## src/rtl/sdram_cache_pkg.sv

```systemverilog
// Shared constants and FSM state encoding for the single-line SDRAM byte cache.
package sdram_cache_pkg;
  localparam int ADDR_W_DEF = 21;
  localparam int LINE_BYTES = 8;
  localparam int IDX_W      = 3;
  localparam int TAG_W      = ADDR_W_DEF - IDX_W;

  typedef enum logic [2:0] {
    S_IDLE,
    S_HIT,
    S_EVICT_REQ,
    S_EVICT_WAIT,
    S_FILL_REQ,
    S_FILL_WAIT,
    S_DONE
  } state_t;
endpackage

```

## src/rtl/sdram_line_buf.sv

```systemverilog
// 8x8 line storage: host byte write port, burst capture port, two async read ports.
module sdram_line_buf
  import sdram_cache_pkg::*;
#(
  parameter int DEPTH = LINE_BYTES
) (
  input  logic             clk,
  input  logic             a_we,
  input  logic [IDX_W-1:0] a_idx,
  input  logic [7:0]       a_wdata,
  output logic [7:0]       a_rdata,
  input  logic             b_we,
  input  logic [IDX_W-1:0] b_idx,
  input  logic [7:0]       b_wdata,
  output logic [7:0]       b_rdata
);
  logic [7:0] bytes_q [DEPTH];

  // The two ports are never enabled in the same state, so their order is irrelevant.
  always_ff @(posedge clk) begin
    if (b_we) bytes_q[b_idx] <= b_wdata;
    if (a_we) bytes_q[a_idx] <= a_wdata;
  end

  assign a_rdata = bytes_q[a_idx];
  assign b_rdata = bytes_q[b_idx];
endmodule

```

## src/rtl/sdram_line_cache.sv

```systemverilog
// Single-line write-back byte cache turning host byte accesses into 8-byte SDRAM bursts.
module sdram_line_cache
  import sdram_cache_pkg::*;
#(
  parameter int ADDR_W     = ADDR_W_DEF,
  parameter int LINE_BYTES = sdram_cache_pkg::LINE_BYTES
) (
  input  logic              clk,
  input  logic              rst,
  input  logic [ADDR_W-1:0] host_address,
  input  logic [7:0]        host_wdata,
  input  logic              host_wren,
  input  logic              host_req,
  input  logic              host_flush,
  output logic              host_busy,
  output logic              host_done,
  output logic [7:0]        host_rdata,
  output logic [ADDR_W-1:0] mem_address,
  output logic [7:0]        mem_wdata,
  output logic              mem_req,
  output logic              mem_wren,
  input  logic              mem_ready,
  input  logic [2:0]        mem_offset,
  input  logic [7:0]        mem_rdata
);
  localparam int TAG_BITS = ADDR_W - IDX_W;

  state_t state, state_nx;
  logic                valid, dirty, seen_ready;
  logic [TAG_BITS-1:0] tag, lat_tag, host_tag, fill_tag;
  logic [IDX_W-1:0]    lat_idx;
  logic [7:0]          lat_wdata, line_rdata;
  logic                lat_wren, lat_flush;
  logic                hit, mem_done;

  assign host_tag = host_address[ADDR_W-1:IDX_W];
  assign hit      = valid && (tag == host_tag);
  assign mem_done = seen_ready && !mem_ready;
  assign fill_tag = (state == S_IDLE) ? host_tag : lat_tag;

  sdram_line_buf #(.DEPTH(LINE_BYTES)) u_line (
    .clk     (clk),
    .a_we    (state == S_HIT && lat_wren && !lat_flush),
    .a_idx   (lat_idx),
    .a_wdata (lat_wdata),
    .a_rdata (line_rdata),
    .b_we    (state == S_FILL_WAIT && mem_ready),
    .b_idx   (mem_offset),
    .b_wdata (mem_rdata),
    .b_rdata (mem_wdata)
  );

  always_ff @(posedge clk or negedge rst) begin
    if (!rst) state <= S_IDLE;
    else      state <= state_nx;
  end

  // A clean flush passes through S_HIT as a no-op so every short path takes two cycles.
  always_comb begin
    state_nx = state;
    case (state)
      S_IDLE: begin
        if (host_flush)
          state_nx = (valid && dirty) ? S_EVICT_REQ : S_HIT;
        else if (host_req) begin
          if (hit)                 state_nx = S_HIT;
          else if (valid && dirty) state_nx = S_EVICT_REQ;
          else                     state_nx = S_FILL_REQ;
        end
      end
      S_HIT:        state_nx = S_DONE;
      S_EVICT_REQ:  state_nx = S_EVICT_WAIT;
      S_EVICT_WAIT: if (mem_done) state_nx = lat_flush ? S_DONE : S_FILL_REQ;
      S_FILL_REQ:   state_nx = S_FILL_WAIT;
      S_FILL_WAIT:  if (mem_done) state_nx = S_HIT;
      S_DONE:       state_nx = S_IDLE;
      default:      state_nx = S_IDLE;
    endcase
  end

  always_comb begin
    host_busy = 1'b1;
    host_done = 1'b0;
    mem_req   = 1'b0;
    case (state)
      S_IDLE:                  host_busy = 1'b0;
      S_DONE:      begin host_busy = 1'b0; host_done = 1'b1; end
      S_EVICT_REQ, S_FILL_REQ: mem_req   = 1'b1;
      default:                 host_busy = 1'b1;
    endcase
  end

  // Controller-side address is loaded on entry to a request state and held until the next one.
  always_ff @(posedge clk or negedge rst) begin
    if (!rst) begin
      valid       <= 1'b0;
      dirty       <= 1'b0;
      tag         <= '0;
      lat_tag     <= '0;
      lat_idx     <= '0;
      lat_wdata   <= '0;
      lat_wren    <= 1'b0;
      lat_flush   <= 1'b0;
      seen_ready  <= 1'b0;
      host_rdata  <= '0;
      mem_address <= '0;
      mem_wren    <= 1'b0;
    end else begin
      if (state == S_IDLE && (host_flush || host_req)) begin
        lat_tag   <= host_tag;
        lat_idx   <= host_address[IDX_W-1:0];
        lat_wdata <= host_wdata;
        lat_wren  <= host_wren;
        lat_flush <= host_flush;
      end
      if (state == S_EVICT_REQ || state == S_FILL_REQ)
        seen_ready <= 1'b0;
      else if ((state == S_EVICT_WAIT || state == S_FILL_WAIT) && mem_ready)
        seen_ready <= 1'b1;
      if (state != S_EVICT_REQ && state_nx == S_EVICT_REQ) begin
        mem_address <= {tag, {IDX_W{1'b0}}};
        mem_wren    <= 1'b1;
      end else if (state != S_FILL_REQ && state_nx == S_FILL_REQ) begin
        mem_address <= {fill_tag, {IDX_W{1'b0}}};
        mem_wren    <= 1'b0;
      end
      if (state == S_EVICT_WAIT && mem_done)
        dirty <= 1'b0;
      if (state == S_FILL_WAIT && mem_done) begin
        valid <= 1'b1;
        tag   <= lat_tag;
      end
      if (state == S_HIT && !lat_flush) begin
        if (lat_wren) dirty      <= 1'b1;
        else          host_rdata <= line_rdata;
      end
    end
  end
endmodule

```

## config.mk

```make
export PLATFORM = sky130hd
export DESIGN_NAME = sdram_line_cache
export DESIGN_NICKNAME = d
export VERILOG_FILES = /design/src/rtl/sdram_cache_pkg.sv /design/src/rtl/sdram_line_buf.sv /design/src/rtl/sdram_line_cache.sv
export SDC_FILE = /design/constraint.sdc
export NUM_CORES = 1
export LEC_CHECK = 0
export CORE_ASPECT_RATIO = 0.75
export CORE_MARGIN = 1
export CORE_UTILIZATION = 55
export CTS_CLUSTER_DIAMETER = 120
export DETAILED_ROUTE_END_ITERATION = 8
export PLACE_DENSITY_LB_ADDON = 0.3
export SLEW_MARGIN = 15
export SYNTH_ARGS = -nofsm -noshare
export SYNTH_HDL_FRONTEND = slang
export SYNTH_SLANG_ARGS = --single-unit
```

## constraint.sdc

```tcl
create_clock -name clk -period 5.73 [get_ports clk]
set_clock_uncertainty 0.2 [all_clocks]
set_input_delay 1.146 -clock clk [delete_from_list [all_inputs] [get_ports clk]]
set_output_delay 1.146 -clock clk [all_outputs]
set_load 0.005 [all_outputs]
```

# ---- Word level (Yosys, flattened, before mapping)
# Memory sizes are Yosys's and may differ from the RTL's. A register that Yosys moved wholly into a read port is not among the register bits.
# Index checks and enable logic that the tools add are counted.
dict set report word_totals {
  out_inout_bits 41
  ff_bits 77
  mem_count 1
  ramBits 64
  elab_cells 80
  input_bits 46
}
# memory depth width rd rd_clocked_by_memory_dff write_ports line_no
set mem_list {}
lappend mem_list {u_line.bytes_q 8 8 2 1 1 sdram_line_buf.sv:17} ;# logic [7:0] bytes_q [DEPTH];
dict set report op_classes {
  n_bitwise 1
  eq_ne 11
  n_reduce_logical 26
  mux 29
}
# op count
set ops {}
lappend ops {{$mux W21} 2}
lappend ops {{$mux W3} 7}
lappend ops {{$eq A18 B18 Y1} 1}
lappend ops {{$mux W18} 1}
lappend ops {{$pmux W3 S6} 1}
lappend ops {{$mux W1} 15}
lappend ops {{$logic_and A1 B1 Y1} 13}
lappend ops {{$eq A3 B3 Y1 const B} 4}
lappend ops {{$eq A3 B2 Y1 const B} 3}
lappend ops {{$mux W8} 1}
lappend ops {{$reduce_or A8 Y1} 1}
lappend ops {{$mux W2} 2}
lappend ops {{$reduce_bool A2 Y1} 2}
lappend ops {{$reduce_or A2 Y1} 2}
lappend ops {{$eq A3 B1 Y1 const B} 1}
lappend ops {{$logic_not A1 Y1} 3}
lappend ops {{$logic_not A3 Y1} 1}
lappend ops {{$logic_or A1 B1 Y1} 3}
lappend ops {{$ne A3 B2 Y1 const B} 1}
lappend ops {{$ne A3 B3 Y1 const B} 1}
lappend ops {{$reduce_and A2 Y1} 1}
lappend ops {{$not A1 Y1} 1}

# ---- Depth between registers and ports, before layout
# Gate-level depths: netlist of run 1.
dict set report logic_depth {
  ltp_word 10
  depth_mapped 9
}

# ---- Modules after synthesis
# Synthesis of run 1 repeated with hierarchy kept, for this count alone.
dict set report hier_totals {
  cells_unflattened 542
  hier_area_um2 7941.4
}
# mod seq_area_each_um2 instances cells_each area_per_inst_um2
set modules_own_cells {}
lappend modules_own_cells {sdram_line_cache 2052.0 1 327 4063.9}
lappend modules_own_cells {sdram_line_buf 1921.8 1 215 3877.5}

# ---- Least setup slack after synthesis of run 1
# No wires, ideal clock.
dict set report synth_timing {
  path_type {input -> output}
  startpoint {in mem_offset[0]}
  endpoint {out mem_wdata[0]}
  required_time_ns 4.384
  path_stages 5
  path_slack_ns 2.044
  t_arrival_ns 2.340
  path_buffers 2
  cell_sequence {buf_2 -> buf_2 -> mux4_2 -> nand2_1 -> nand2_1}
}
dict set report synth_between {
  elab_chain_cells 1
}
# element line_no
set synth_lines {}
lappend synth_lines {{start, declared} sdram_line_cache.sv:23} ;# input logic [2:0] mem_offset,
lappend synth_lines {{$mem_v2 Z8 W8} --}
lappend synth_lines {{end, declared} sdram_line_cache.sv:19} ;# output logic [7:0] mem_wdata,
# No other way between the ends.

# ---- Worst setup path in the final report of run 1
dict set report layout_timing {
  startpoint {in mem_offset[1]}
  endpoint {out mem_wdata[4]}
}
# Same word-level chain as after synthesis.

==> impl_metrics.py, run 1 <==
metrics = {
    "yosys": {
        "synth.avg_cell_area_um2": 13.9,
        "synth_edf_count": 64,
        "async_flop_share_pct": 56.2,
        "seq_area_frac_synth_pct": 58.2,
        "ys_warn_count": 0,
        "ys_seq_elements": 146,
        "synth_cells": 490,
        "synth-main-ff-cell": "dfrtp_1",
        "syn_area_um2": 6830,
        "synth_cell_types": 48,
    },
    "routing": {
        "wl_per_cell_um": 20.8,
        "vias_per_cell": 6.02,
        "ant_nets": 0,
        "drc": 0,
        "wirelength_mm": 15.4,
        "num_vias": 4452,
        "drtIter0Drc": 494,
        "drtPass1Iterations": 5,
    },
    "cts": {
        "clk_latency_ns": 0.41,
        "cts_inserted_buffers": 17,
        "cts.sinks": 146,
        "clk_path_buf_depth": 2,
        "cts.clk_slew.worst_paths_ns": 0.07,
        "clockRootBuffer": "clkbuf_16",
        "cts_setup_buffers": 0,
        "hold_buffers": 0,
        "cts-htree-levels": 4,
        "cts_resized": 0,
        "tritoncts": "yes",
    },
    "cells_and_area": {
        "syn2layout_area_growth_pct": 20.8,
        "layout-drive-gt1-share_pct": 23.2,
        "fin_nets": 611,
        "diodes": 0,
        "fin_util_pct": 69.8,
    },
    "floorplanning": {
        "die_area_um2": 12900,
        "core_um2": 11800,
        "die_h_um": 98.5,
        "start_util_pct": 57.8,
        "placementRows": 34,
        "die_w_um": 131,
        "io_pins": 87,
    },
    "power_and_ir_drop": {
        "peakVddDrop_v": 0.000255,
        "seqPwrFrac_pct": 43.2,
        "swShare_pct": 32.0,
        "netSwitchingPower_uw": 1260,
        "internal_power_uw": 2690,
        "power_frac_comb_pct": 30.1,
        "p_leak_uw": 0.00312,
        "pwr-share-clk_pct": 26.7,
        "p_per_area_nw_per_um2": 478,
    },
    "timing": {
        "worst_slew_pin_slew_ns": 1.04,
        "finalHoldViolations": 0,
        "fin_crit_ns": 4.65,
        "setup_tns_ns": 0,
        "fin_crit_sh_pct": 81.2,
        "slew_headroom_pct": 30.8,
        "rsz0062_at_grt": "false",
        "slew_violations": 0,
        "max_freq_mhz": 215,
        "setup_viol": 0,
    },
    "placed_design": {
        "hpwl_mm": 10.2,
        "io_buffers": 83,
        "gp_congestion": 0.805,
    },
    "worst_setup_path": {
        "critPathMaxFanout": 19,
        "cp.arrival_ns": 3.31,
        "path_class": "input port to output pin",
        "cp-start-kind": "input port",
        "required_ns": 4.38,
        "crit_path_end_kind": "output pin",
    },
    "status": {
        "status": "complete, no violations",
    },
    "global_route": {
        "grt_max_degree": 83,
        "grt_pass1_wl_mm": 24.5,
        "grt_pass1_vias": 4524,
        "antenna_found_initial": 0,
        "grt.overflow.total": 0,
        "grt_usage_pct": 26.1,
    },
    "worst_hold_path": {
        "hold_path.class": "flop to flop",
    },
    "flow_run": {
        "cap_viol_max_count": 0,
    },
}
## flip-flops by register name (all words and copies together), names as in the netlist
register	count
lat_idx	3
host_rdata	8
lat_tag	18
state	3
lat_wren	1
mem_wren	1
u_line.bytes_q	64
seen_ready	1
tag	18
lat_wdata	8
lat_flush	1
valid	1
dirty	1
mem_address	18
## per-stage QoR
| step | power, uW | setup slack (ns) | instance area (um2) | cells | hold slack [ns] |
|---|---|---|---|---|---|
| after floorplan | 2430 | 2.04 | 6840 | 492 | 0.262 |
| after global placement | 2850 | 1.10 | 7690 | 708 | 0.283 |
| after detailed placement | 2900 | 1.09 | 7690 | 708 | 0.292 |
| after CTS | 3960 | 1.08 | 8260 | 740 | 0.308 |
| after global routing | 4150 | 0.997 | 8260 | 740 | 0.321 |
| final | 3950 | 1.08 | 8260 | 740 | 0.305 |
## power groups by stage
stage          registers [uW]  clock network [uW]  logic [uW]
6_report                 1710                1050        1190
5_1_grt                  1750                1110        1290
4_1_cts                  1700                1070        1190
3_5_place_dp             1710                   0        1180
3_3_place_gp             1690                   0        1150
2_1_floorplan            1600                   0         830
## synthesized netlist by cell type (8+ instances only)
cell | number | area (um2)
mux2_2 | 56 | 631
edfxtp_1 | 64 | 1920
clkbuf_1 | 10 | 37.5
dfrtp_1 | 82 | 2050
nand2_1 | 69 | 259
mux2i_1 | 8 | 80.1
xor2_1 | 8 | 70.1
a221o_1 | 18 | 180
nor2_1 | 26 | 97.6
mux4_2 | 32 | 721
xnor2_1 | 11 | 96.3
a21oi_1 | 27 | 135
buf_2 | 10 | 50.1
## layout by cell type (no fill, tap or decap), types with 3 or more instances in the layout
| master | n |
|---|---|
| clkdlybuf4s50_1 | 82 |
| dfrtp_1 | 82 |
| a221o_1 | 18 |
| inv_8 | 3 |
| conb_1 | 3 |
| nor3b_1 | 3 |
| edfxtp_1 | 64 |
| nor2_1 | 25 |
| buf_4 | 6 |
| mux2_2 | 56 |
| o21ai_0 | 5 |
| a21oi_1 | 27 |
| nand2_1 | 69 |
| a31oi_1 | 6 |
| inv_1 | 4 |
| nor2b_1 | 4 |
| xor2_1 | 8 |
| xnor2_1 | 11 |
| mux2i_1 | 8 |
| nand3_1 | 4 |
| clkinvlp_4 | 4 |
| mux4_2 | 32 |
| clkbuf_16 | 17 |
| inv_6 | 5 |
## cells by family after synthesis
| logic type | share of synthesized area (%) |
|---|---|
| other | 0.0549 |
| XOR/XNOR | 2.44 |
| AND/OR/NAND/NOR | 8.11 |
| buffers and inverters | 3.74 |
| AO/OA/AOI/OAI | 6.56 |
| flip-flops | 58.2 |
| multiplexers | 20.9 |
## path summary, 6_finish.rpt
path / cells after the start / endpoint / start / slack [ns]
max in group asynchronous: 1 / seen_ready / rst / 3.94
worst max-delay path: 5 / mem_wdata[4] / mem_offset[1] / 1.08
worst min-delay path: 1 / lat_wdata[7] / lat_wdata[7] / 0.30
worst min register to register: 1 / lat_wdata[7] / lat_wdata[7] / 0.30
min in group asynchronous: 1 / tag[7] / rst / 0.66
worst max register to register: 5 / u_line.bytes_q[4][4] / state[1] / 2.18
## metal layers
metal / vias to the layer above / wire [um] / GRT usage (%) / share of wire [%]
met4: 0 / 214 / 9.28 / 1.4
met5: - / 0 / 0 / 0
li1: 1966 / - / - / -
met3: 17 / 1200 / 4.18 / 7.8
met2: 220 / 7110 / 38.2 / 46
met1: 2249 / 6890 / 39.8 / 45
## critical path: stages
cell and delay [ns]:
clkdlybuf4s50_1 1.08, mux4_2 0.42, nand2_1 0.08, nand2_1 0.10, clkdlybuf4s50_1 0.47
## cell type report
class	instances	area (um2)
flip-flops and latches	146	3970
fillers	808	3570
multi-input cells	307	2630
repair buffers	88	866
clock buffers	17	425
well taps	162	203
clock inverters	15	144
inverters	5	18.8
(Power assumes the default switching activity.)
==> run 2, diff against run 1 <==
Settings changed: CORE_UTILIZATION 55 to 50.
Clock period 5.73 ns to 3.9 ns, I/O delays scaled along.
==> run 2 against run 1 <==
Compared with the run above: sequential power rose by 47%; via count is 1.6% higher; final cell count grew 3.9%; clock power is 49% higher; critical endpoint unchanged; largest cell class unchanged.
==> impl_metrics.py, run 2 (synthesis gave the netlist of run 1 again) <==
metrics = {
    "power_and_ir_drop": {
        "p_leak_uw": 0.00323,
        "p_per_area_nw_per_um2": 694,
        "peakVddDrop_v": 0.000365,
    },
    "timing": {
        "worst_slew_pin_slew_ns": 1.03,
        "slew_violations": 0,
        "slew_headroom_pct": 31.4,
        "fin_crit_ns": 3.66,
        "finalHoldViolations": 0,
        "fin_crit_sh_pct": 93.7,
        "setup_viol": 0,
        "rsz0062_at_grt": "false",
        "setup_tns_ns": 0,
        "max_freq_mhz": 274,
    },
    "floorplanning": {
        "die_w_um": 137,
        "start_util_pct": 52.0,
        "die_area_um2": 14100,
        "io_pins": 87,
        "placementRows": 36,
        "core_um2": 13200,
        "die_h_um": 103,
    },
    "cts": {
        "clk_latency_ns": 0.42,
        "cts_setup_buffers": 0,
        "cts_inserted_buffers": 17,
        "cts-htree-levels": 4,
        "hold_buffers": 0,
        "cts.clk_slew.worst_paths_ns": 0.06,
        "tritoncts": "yes",
        "cts.sinks": 146,
        "cts_resized": 0,
        "clockRootBuffer": "clkbuf_16",
        "clk_path_buf_depth": 2,
    },
    "worst_setup_path": {
        "required_ns": 2.92,
        "critPathMaxFanout": 18,
        "r2r_setup_slack_ns": 1.03,
        "path_class": "input port to output pin",
        "cp-start-kind": "input port",
        "rr_worst_depth": 6,
        "crit_path_end_kind": "output pin",
        "r2r-start": "state[1]",
        "r2r_end": "u_line.bytes_q[0][5]",
        "cp.arrival_ns": 2.68,
    },
    "routing": {
        "wl_met3_mm": 1.01,
        "wirelength_mm": 16.1,
        "drt-met1-wl_mm": 7.56,
        "drtIter0Drc": 556,
        "met2_length_mm": 7.31,
        "vias_per_cell": 5.88,
        "num_vias": 4524,
        "wl_per_cell_um": 20.9,
        "highest_layer": "met4",
        "ant_nets": 0,
        "drtPass1Iterations": 5,
        "drc": 0,
    },
    "worst_hold_path": {
        "hold_path.class": "flop to flop",
        "hold_depth": 1,
        "holdCritStartpoint": "mem_wren",
        "min_to": "mem_wren",
    },
    "cells_and_area": {
        "multi_input_area_um2": 2620,
        "n_fill_cell": 968,
        "diodes": 0,
        "seq_area_um2": 3970,
        "fin_nets": 631,
        "fin_area_um2": 8420,
        "largest_reg_flops": 64,
        "largest_register": "u_line.bytes_q",
        "mostFrequentLayoutCells": "dfrtp_1, clkdlybuf4s50_1, nand2_1, edfxtp_1, mux2_2",
        "syn2layout_area_growth_pct": 23.2,
        "layout-drive-gt1-share_pct": 24.7,
    },
    "placed_design": {
        "place_area_um2": 7870,
        "gp_congestion": 0.832,
        "io_buffers": 83,
        "hpwl_mm": 10.8,
    },
    "status": {
        "status": "complete, no violations",
    },
    "global_route": {
        "grt_pass1_vias": 4425,
        "grt_usage_pct": 24.7,
        "grt_pass1_wl_mm": 25.0,
        "grt_max_degree": 83,
        "antenna_found_initial": 0,
        "grt.overflow.total": 0,
    },
    "flow_run": {
        "cap_viol_max_count": 0,
    },
}
run 2: area by class of cell:
class	instances	share of cell area [%]
clock buffer	25	5.53
clock inverter	7	1.04
inverter	5	0.223
multi-input combinational	307	31.1
sequential	146	47.2
tap	171	2.54
timing repair buffer	108	12.4
run 2: layer usage:
| layer | track usage, % | vias to the layer above |
|---|---|---|
| met5 | 0 | - |
| met2 | 35.5 | 205 |
| li1 | - | 2009 |
| met3 | 5.21 | 19 |
| met4 | 9.30 | 0 |
| met1 | 37.2 | 2291 |
run 2: power by group:
| group | internal, uW | total (uW) | switching [uW] |
|---|---|---|---|
| sequential | 2080 | 2520 | 433 |
| clock | 954 | 1560 | 603 |
| combinational | 1050 | 1770 | 721 |
run 2: how the worst max path moves through the flow:
stage	startpoint	endpoint	slack, ns
after floorplan	mem_offset[0]	mem_wdata[0]	0.95
after global placement	mem_offset[0]	mem_wdata[4]	0.27
after detailed placement	mem_offset[0]	mem_wdata[5]	0.24
after CTS	mem_offset[0]	mem_wdata[4]	0.23
after global routing	mem_offset[0]	mem_wdata[5]	0.18
final	mem_offset[0]	mem_wdata[4]	0.24
run 2: per-stage QoR:
step | hold WS, ns | std cells | total power, uW | setup slack (ns) | utilization (%)
2_1_floorplan | 0.262 | 492 | 3560 | 0.946 | -
5_1_grt | 0.316 | 769 | 6160 | 0.178 | 64.0
3_5_place_dp | 0.277 | 737 | 4290 | 0.236 | 59.8
4_1_cts | 0.287 | 769 | 5860 | 0.233 | 64.0
6_report | 0.286 | 769 | 5840 | 0.244 | 64.0
3_3_place_gp | 0.273 | 737 | 4210 | 0.273 | 59.8
run 2: worst max-delay path: stages:
cell,delay (ns)
clkdlybuf4s50_1,0.52
buf_12,0.21
mux4_2,0.53
nand2_1,0.11
nand2_1,0.07
clkdlybuf4s50_1,0.45
